## src/rtl/mult_pkg.sv

```systemverilog
// Shared types and constants for the sequential shift-add multiplier.
package mult_pkg;

   typedef enum logic [2:0] {
      IDLE,
      ABS,
      MUL,
      SIGN,
      DONE
   } state_t;

   localparam int MULT_WIDTH_DEFAULT = 32;

   // Edges from the start-accepting edge until valid/result are visible.
   function automatic int mult_latency(input int width);
      return width + 2;
   endfunction

endpackage

```

## src/rtl/seq_multiplier_if.sv

```systemverilog
// Start/valid operand bus shared with the sequential divider.
interface seq_multiplier_if #(
   parameter int WIDTH = 32
);
   logic                 start;
   logic [WIDTH-1:0]     opera1;
   logic [WIDTH-1:0]     opera2;
   logic [2*WIDTH-1:0]   result;
   logic                 valid;
   logic                 busy;

   modport master (
      output start, opera1, opera2,
      input  result, valid, busy
   );

   modport slave (
      input  start, opera1, opera2,
      output result, valid, busy
   );
endinterface

```

## src/rtl/seq_multiplier_cond_negate.sv

```systemverilog
// Conditional two's-complement negation, used for operand magnitudes and the final sign.
module cond_negate #(
   parameter int WIDTH = 32
) (
   input  logic [WIDTH-1:0] value,
   input  logic             neg,
   output logic [WIDTH-1:0] negated
);
   assign negated = neg ? (~value + WIDTH'(1)) : value;
endmodule

```

## src/rtl/seq_multiplier.sv

```systemverilog
// Sequential shift-add multiplier, WIDTH x WIDTH -> 2*WIDTH, one iteration per clock.
// Define MULT_SIGNED_EN for two's-complement operands; otherwise operands are unsigned.
module seq_multiplier
   import mult_pkg::*;
#(
   parameter int WIDTH = MULT_WIDTH_DEFAULT
) (
   input  logic          clock,
   input  logic          reset,
   seq_multiplier_if.slave bus
);
`ifdef MULT_SIGNED_EN
   localparam bit SIGNED_EN = 1'b1;
`else
   localparam bit SIGNED_EN = 1'b0;
`endif
   localparam int CW = $clog2(WIDTH + 1);

   state_t               state;
   logic [WIDTH-1:0]     op_a;
   logic [WIDTH-1:0]     op_b;
   logic                 neg;
   logic [WIDTH-1:0]     mcand;
   logic [WIDTH-1:0]     mplier;
   logic [WIDTH-1:0]     acc;
   logic [CW-1:0]        count;
   logic [2*WIDTH-1:0]   result;
   logic                 valid;
   logic                 busy;

   logic [WIDTH-1:0]     mag_a;
   logic [WIDTH-1:0]     mag_b;
   logic [2*WIDTH-1:0]   signed_prod;
   logic [WIDTH:0]       sum;

   // Unsigned build forces every negate off, so ABS passes raw operands through.
   cond_negate #(.WIDTH(WIDTH)) u_neg_a (
      .value   (op_a),
      .neg     (SIGNED_EN && op_a[WIDTH-1]),
      .negated (mag_a)
   );

   cond_negate #(.WIDTH(WIDTH)) u_neg_b (
      .value   (op_b),
      .neg     (SIGNED_EN && op_b[WIDTH-1]),
      .negated (mag_b)
   );

   cond_negate #(.WIDTH(2*WIDTH)) u_neg_prod (
      .value   ({acc, mplier}),
      .neg     (neg),
      .negated (signed_prod)
   );

   // Carry out of the add lands in sum[WIDTH] and shifts into the acc MSB.
   always_comb begin
      sum = {1'b0, acc} + (mplier[0] ? {1'b0, mcand} : '0);
   end

   // NOTE: reset is synchronous and clears every register, so an aborted run leaves nothing on result.
   always_ff @(posedge clock) begin
      if (!reset) begin
         state  <= IDLE;
         op_a   <= '0;
         op_b   <= '0;
         neg    <= 1'b0;
         mcand  <= '0;
         mplier <= '0;
         acc    <= '0;
         count  <= '0;
         result <= '0;
         valid  <= 1'b0;
         busy   <= 1'b0;
      end else begin
         case (state)
            IDLE, DONE: begin
               if (bus.start) begin
                  op_a  <= bus.opera1;
                  op_b  <= bus.opera2;
                  neg   <= SIGNED_EN && (bus.opera1[WIDTH-1] ^ bus.opera2[WIDTH-1]);
                  valid <= 1'b0;
                  busy  <= 1'b1;
                  state <= ABS;
               end
            end
            ABS: begin
               mcand  <= mag_a;
               mplier <= mag_b;
               acc    <= '0;
               count  <= CW'(WIDTH);
               state  <= MUL;
            end
            MUL: begin
               acc    <= sum[WIDTH:1];
               mplier <= {sum[0], mplier[WIDTH-1:1]};
               count  <= count - CW'(1);
               if (count == CW'(1)) state <= SIGN;
            end
            SIGN: begin
               result <= signed_prod;
               valid  <= 1'b1;
               busy   <= 1'b0;
               state  <= DONE;
            end
            default: state <= IDLE;
         endcase
      end
   end

   assign bus.result = result;
   assign bus.valid  = valid;
   assign bus.busy   = busy;

endmodule

```

## src/flat_wrapper.sv

```systemverilog
// flat-port wrapper written by rule: the top's interface ports become plain ports
module seq_multiplier_flat import mult_pkg::*;
#(
   parameter int WIDTH = MULT_WIDTH_DEFAULT
)
  (clock, reset, bus_start, bus_opera1, bus_opera2, bus_result, bus_valid, bus_busy);
  seq_multiplier_if #(.WIDTH(WIDTH)) bus_i ();
  input  logic clock;
  input  logic reset;
  input wire logic [$bits(bus_i.start)-1:0] bus_start;
  input wire logic [$bits(bus_i.opera1)-1:0] bus_opera1;
  input wire logic [$bits(bus_i.opera2)-1:0] bus_opera2;
  output wire logic [$bits(bus_i.result)-1:0] bus_result;
  output wire logic [$bits(bus_i.valid)-1:0] bus_valid;
  output wire logic [$bits(bus_i.busy)-1:0] bus_busy;
  assign bus_i.start = bus_start;
  assign bus_i.opera1 = bus_opera1;
  assign bus_i.opera2 = bus_opera2;
  assign bus_result = bus_i.result;
  assign bus_valid = bus_i.valid;
  assign bus_busy = bus_i.busy;
  seq_multiplier #(.WIDTH(WIDTH)) u_core (.clock(clock), .reset(reset), .bus(bus_i));
endmodule
```

## config.mk

```make
export PLATFORM = sky130hd
export DESIGN_NAME = seq_multiplier_flat
export DESIGN_NICKNAME = d
export VERILOG_FILES = /design/src/rtl/mult_pkg.sv /design/src/rtl/seq_multiplier_if.sv /design/src/rtl/seq_multiplier_cond_negate.sv /design/src/rtl/seq_multiplier.sv /design/src/flat_wrapper.sv
export SDC_FILE = /design/constraint.sdc
export NUM_CORES = 1
export LEC_CHECK = 0
export ABC_CLOCK_PERIOD_IN_PS = 6850
export BUFFER_PORTS_ARGS = -buffer_cell sky130_fd_sc_hd__buf_2
export CAP_MARGIN = 20
export CORE_MARGIN = 2
export CORE_UTILIZATION = 40
export DETAILED_ROUTE_END_ITERATION = 7
export GPL_ROUTABILITY_DRIVEN = 0
export PLACE_DENSITY = 0.7
export SLEW_MARGIN = 30
export SYNTH_ARGS = -nofsm -noshare
export SYNTH_HDL_FRONTEND = slang
export SYNTH_SLANG_ARGS = --single-unit
```

## constraint.sdc

```tcl
create_clock -name clock -period 6.85 [get_ports clock]
set_input_delay 0.685 -clock clock [delete_from_list [all_inputs] [get_ports clock]]
set_output_delay 0.685 -clock clock [all_outputs]
set_load 0.05 [all_outputs]
```

==> Yosys cells after proc, flatten, opt, wreduce, memory -nomap -nowiden <==
Index checks and enable logic that the tools add are counted.
{ "word_totals": {"memories": 0, "reg_bits": 235, "romBits": 0, "input_bits": 67, "latchBits": 0, "out_inout_bits": 66, "ram_bits": 0, "elab_cells": 37} }
{ "classes": {"reduce_logical": 7, "addsub": 2, "n_shift": 0, "bitwise_logic": 0, "n_div": 0, "order_cmp": 0, "eq_ne": 7, "muxes": 11, "multipliers": 0} }
{ "ops": {"columns": ["op", "count"], "rows": [
  ["$pmux W32 S2", 2],
  ["$add A32 B33 Y33", 1],
  ["$mux W32", 1],
  ["$pmux W3 S4", 1],
  ["$pmux W6 S2", 1],
  ["$eq A3 B2 Y1 const B", 2],
  ["$eq A6 B1 Y1 const B", 1],
  ["$mux W3", 2],
  ["$reduce_and A2 Y1", 3],
  ["$sub A6 B1 Y6 const B", 1],
  ["$pmux W1 S2", 2],
  ["$reduce_bool A2 Y1", 2],
  ["$eq A3 B1 Y1 const B", 1],
  ["$eq A3 B3 Y1 const B", 1],
  ["$logic_not A3 Y1", 1],
  ["$mux W1", 2],
  ["$ne A2 B1 Y1 const B", 1],
  ["$ne A2 B2 Y1 const B", 1],
  ["$reduce_or A2 Y1", 1]
]} }

==> Longest topological paths before layout <==
{ "depth": {"ltp_word": 4, "ltp_mapped": 12, "depth_no_buf": 11} }

==> Modules after synthesis <==
From an unflattened synthesis, not the netlist that was laid out.
{ "unflattened": {"hier_cells": 1689, "hier_area_um2": 13331.5} }
{ "by_module_without_submodules": {"columns": ["mod", "cells_each", "seq_area_each_um2", "instances", "area_each_um2"], "rows": [
  ["seq_multiplier", 1285, 4704.5, 1, 10128.5],
  ["cond_negate (u_core.u_neg_prod)", 206, 0.0, 1, 1649.1],
  ["cond_negate (u_core.u_neg_a ...)", 99, 0.0, 2, 777.0]
]} }

==> Least setup slack after synthesis <==
OpenSTA, ideal clock, no wires.
{ "synth_path": {"path_type": "flip-flop to flip-flop", "startpoint": "reg u_core.mplier[0]", "endpoint": "reg u_core.acc[29]", "synth_period_minus_slack_ps": 2829, "arrival_ps": 2711, "path_stages_with_launch": 13, "path_buffers": 1, "t_required_ps": 6733, "setup_slack_ps": 4021, "setup_time_ps": 117, "path_cell_list": "dfxtp_1 > clkbuf_1 > and2_1 > ha_1 > inv_1 > fa_1 > nor2b_1 > o211ai_1 > a21o_1 > a21o_1 > a2111oi_1 > o21ai_0 > a32o_1"} }
{ "synth_via": {"elab_chain_len": 3} }
{ "synth_lines": {"columns": ["item", "line_no", "text"], "rows": [
  ["start, declared", "seq_multiplier.sv:24", "logic [WIDTH-1:0] mplier;"],
  ["start signal, assigned", "seq_multiplier.sv:88", "mplier <= mag_b;"],
  ["start signal, assigned", "seq_multiplier.sv:95", "mplier <= {sum[0], mplier[WIDTH-1:1]};"],
  ["$mux W32", "seq_multiplier.sv:57", "sum = {1'b0, acc} + (mplier[0] ? {1'b0, mcand} : '0);"],
  ["$add A32 B33 Y33", "seq_multiplier.sv:57", null],
  ["$pmux W32 S2", "seq_multiplier.sv:75", "case (state)"],
  ["end signal, assigned", "seq_multiplier.sv:94", "acc <= sum[WIDTH:1];"],
  ["end, declared", "seq_multiplier.sv:25", "logic [WIDTH-1:0] acc;"]
]} }
No other way between the ends.
A chain may end at the register's enable or synchronous reset.

==> Worst setup path after layout <==
Ends and elaborated chain as after synthesis.

==> flow_metrics.py <==
metrics = {
    "setup_path": {
        "cp.arrival_ps": 3720,
        "cp-start-kind": "register",
        "reg2reg_slack_ps": 3550,
        "cpMostUsedCell": "a21o_1",
        "worst_ep_required_time_ps": 7270,
        "reg2regPathDepth": 12,
        "worst-path-stages": 12,
        "end_kind": "register",
        "crit_path_max_incr_delay_ps": 530,
        "worstPathBufferInverterCount": 2,
        "critical_path.cell_chain": "buf_4 -> and2_1 -> ha_1 -> inv_1 -> fa_1 -> nor2b_1 -> o211ai_1 -> a21o_1 -> a21o_1 -> a2111oi_1 -> o21ai_0 -> a32o_1",
        "crit_end": "u_core.acc[29]",
        "crit_fanout": 21,
        "cpMaxStageDelayCell": "dfxtp_1",
        "startpoint": "u_core.mplier[0]",
        "critical_path_class": "register to register",
        "critical_path.top_delay_family": "compound AO/OA/AOI/OAI gates",
        "r2r_start": "u_core.mplier[0]",
        "regToRegEndpoint": "u_core.acc[29]",
    },
    "global_routing": {
        "first_global_vias": 8703,
        "grt_usage": 0.185,
        "antenna_found_initial": 2,
        "grt_max_degree": 122,
        "grt_pass1_wl_um": 43400,
        "grt_overflow_total": 0,
    },
    "detailed_routing": {
        "vias": 9166,
        "avgRoutedWirePerCell_um": 15.1,
        "drtIter0Drc": 561,
        "routed_wl_um": 26300,
        "antenna_left": 0,
        "route.detailed.drc": 12,
        "dr.pass1.iters": 7,
        "vias_per_cell": 5.26,
    },
    "clock_network": {
        "numCtsBuffers": 25,
        "ctsLongestPathBuffers": 3,
        "clk_latency_ps": 530,
        "cts_sinks": 235,
        "cts_tree": "built",
        "cts_root_buf": "clkbuf_16",
        "cts_resized": 0,
        "holdBufCountCts": 0,
        "post_cts_buffers": 0,
        "htreeDepth": 1,
        "clk_pin_slew_ps": 60,
    },
    "timing": {
        "tns_ps": 0,
        "max_freq_mhz": 303,
        "period_minus_slack_ps": 3300,
        "worstMarginPinSlew_ps": 834,
        "skew_ps": 11.8,
        "rsz0062_at_grt": "false",
        "maxSlewHeadroom": 0.444,
        "period_share": 0.481,
        "hold_violations": 0,
        "setup_viol": 0,
        "slew_violations": 0,
    },
    "cells_and_area": {
        "final_util": 0.471,
        "fin_area_um2": 12300,
        "layout_commonest_cell": "nand2_1",
        "layout-drive-gt1-share": 0.141,
        "layout_common_cells": "nand2_1, dfxtp_1, a21boi_0",
        "area_growth_pct": 15.2,
        "fin_nets": 1491,
    },
    "logic_synthesis": {
        "synthCells": 1316,
        "yosysTopAreaCell": "dfxtp_1",
        "synth_nets": 1418,
        "synth_area_um2": 10700,
        "synthTopCellsByArea": "dfxtp_1, nand2_1, a21boi_0",
        "synth_top_area_frac": 0.440,
        "synth_area_per_cell_um2": 8.13,
        "yosysSeqAreaShare": 0.440,
        "synth_edf_count": 0,
        "async_flop_share": 0,
        "yosysUniqueCellTypes": 55,
        "synth.ff_latch_count": 235,
        "synth-main-ff-cell": "dfxtp_1",
        "ys.warnings.count": 0,
    },
    "job": {
        "maxCapViolCount": 0,
    },
    "power_and_ir_drop": {
        "p_per_area_nw_per_um2": 247,
        "ir_drop_mv": 0.186,
        "power_leakage_nw": 5.02,
    },
    "run_status": {
        "violations": "DRC",
        "status": "finished with violations",
    },
    "placement": {
        "post_dp_cell_area_um2": 11500,
        "portBuffers": 132,
        "dpl.hpwl_um": 17700,
    },
    "floorplan": {
        "die-width_um": 168,
        "die_h_um": 168,
        "die_area_um2": 28100,
        "initial_core_util": 0.409,
        "placementRows": 59,
        "io_pins": 133,
        "core_area_um2": 26100,
    },
    "worst_hold_path": {
        "hold_class": "input pin to register",
    },
}
kinds of logic after synthesis:
family,share of synthesized area
xor+xnor,0.0147
mux,0.00281
compound gates,0.263
flops,0.440
fa+ha+maj,0.0417
buf+inv,0.0392
simple gates,0.199
power by group:
group,internal [W],total (W),switching (W),leakage (nW)
combinational,0.0000827,0.000232,0.000149,2.72
clock,0.000782,0.00135,0.000563,0.397
sequential,0.00143,0.00147,0.0000398,1.91
total,0.00229,0.00304,0.000752,5.02
layer usage:
layer | vias to the layer above | wire, µm | GRT usage
met5 | - | 13 | 0
met4 | 2 | 529 | 0.0537
met3 | 43 | 1490 | 0.0303
met2 | 220 | 11900 | 0.304
met1 | 4238 | 12300 | 0.251
li1 | 4663 | - | -
registers in the layout, summed over array words and instances (netlist names):
name and count:
u_core.bus.result 64, u_core.acc 32, u_core.mcand 32, u_core.mplier 32
u_core.op_a 32, u_core.op_b 32, u_core.count 6, u_core.state 3
u_core.bus.busy 1, u_core.bus.valid 1
how the worst min path moves through the flow:
stage / depth (start not counted) / to / startpoint / slack, ps
floorplan: 2 / u_core.mcand[0] / u_core.mcand[0] / 440
global placement: 2 / u_core.mcand[15] / u_core.op_a[15] / 450
finish: 3 / u_core.op_a[1] / bus_opera1[1] / 400
global route: 3 / u_core.op_b[22] / bus_opera2[22] / 400
detailed placement: 2 / u_core.mcand[0] / u_core.mcand[0] / 460
CTS: 3 / u_core.op_a[8] / bus_opera1[8] / 390
worst register-to-register path, delay by kind of cell, from the launching register on:
kind / cells / cell delay (ps)
adder cells (fa/ha/maj): 2 / 590
AO/OA/AOI/OAI: 6 / 1390
AND/OR/NAND/NOR: 2 / 330
buffers and inverters: 2 / 350
flip-flops: 1 / 530
through the flow:
step | total power, W | hold slack, ps | instances | worst slack (ps)
finish | 0.00304 | 404 | 1744 | 3550
global route | 0.00316 | 402 | 1743 | 3180
global placement | 0.00172 | 449 | 1697 | 3620
CTS | 0.00307 | 393 | 1743 | 3530
floorplan | 0.00165 | 439 | 1316 | 4020
detailed placement | 0.00173 | 455 | 1697 | 3520
cell type report:
class / instances / area (µm²)
diodes: 1 / 2.50
clock buffers: 34 / 689
clock inverters: 12 / 119
fillers: 2620 / 13800
inverters: 15 / 56.3
multi-input cells: 970 / 5590
flip-flops and latches: 235 / 4700
well taps: 335 / 419
repair buffers: 142 / 742
synthesized netlist by cell type, drive strengths merged (4+ instances only):
cell type    n
a22oi        5
dfxtp      235
buf         14
or3          5
o22ai       34
a21boi     167
nor2        17
xor2         4
o31ai        5
a21o        27
xnor2       14
a211oi       4
nand4       10
o211ai       4
clkbuf      82
nand2      376
inv         15
ha          34
o21a         8
o21ai       64
a21oi       69
nor2b       14
and3        13
nor3         8
and2        37
nand3       12
No activity file was read; power rests on OpenSTA's default activity.
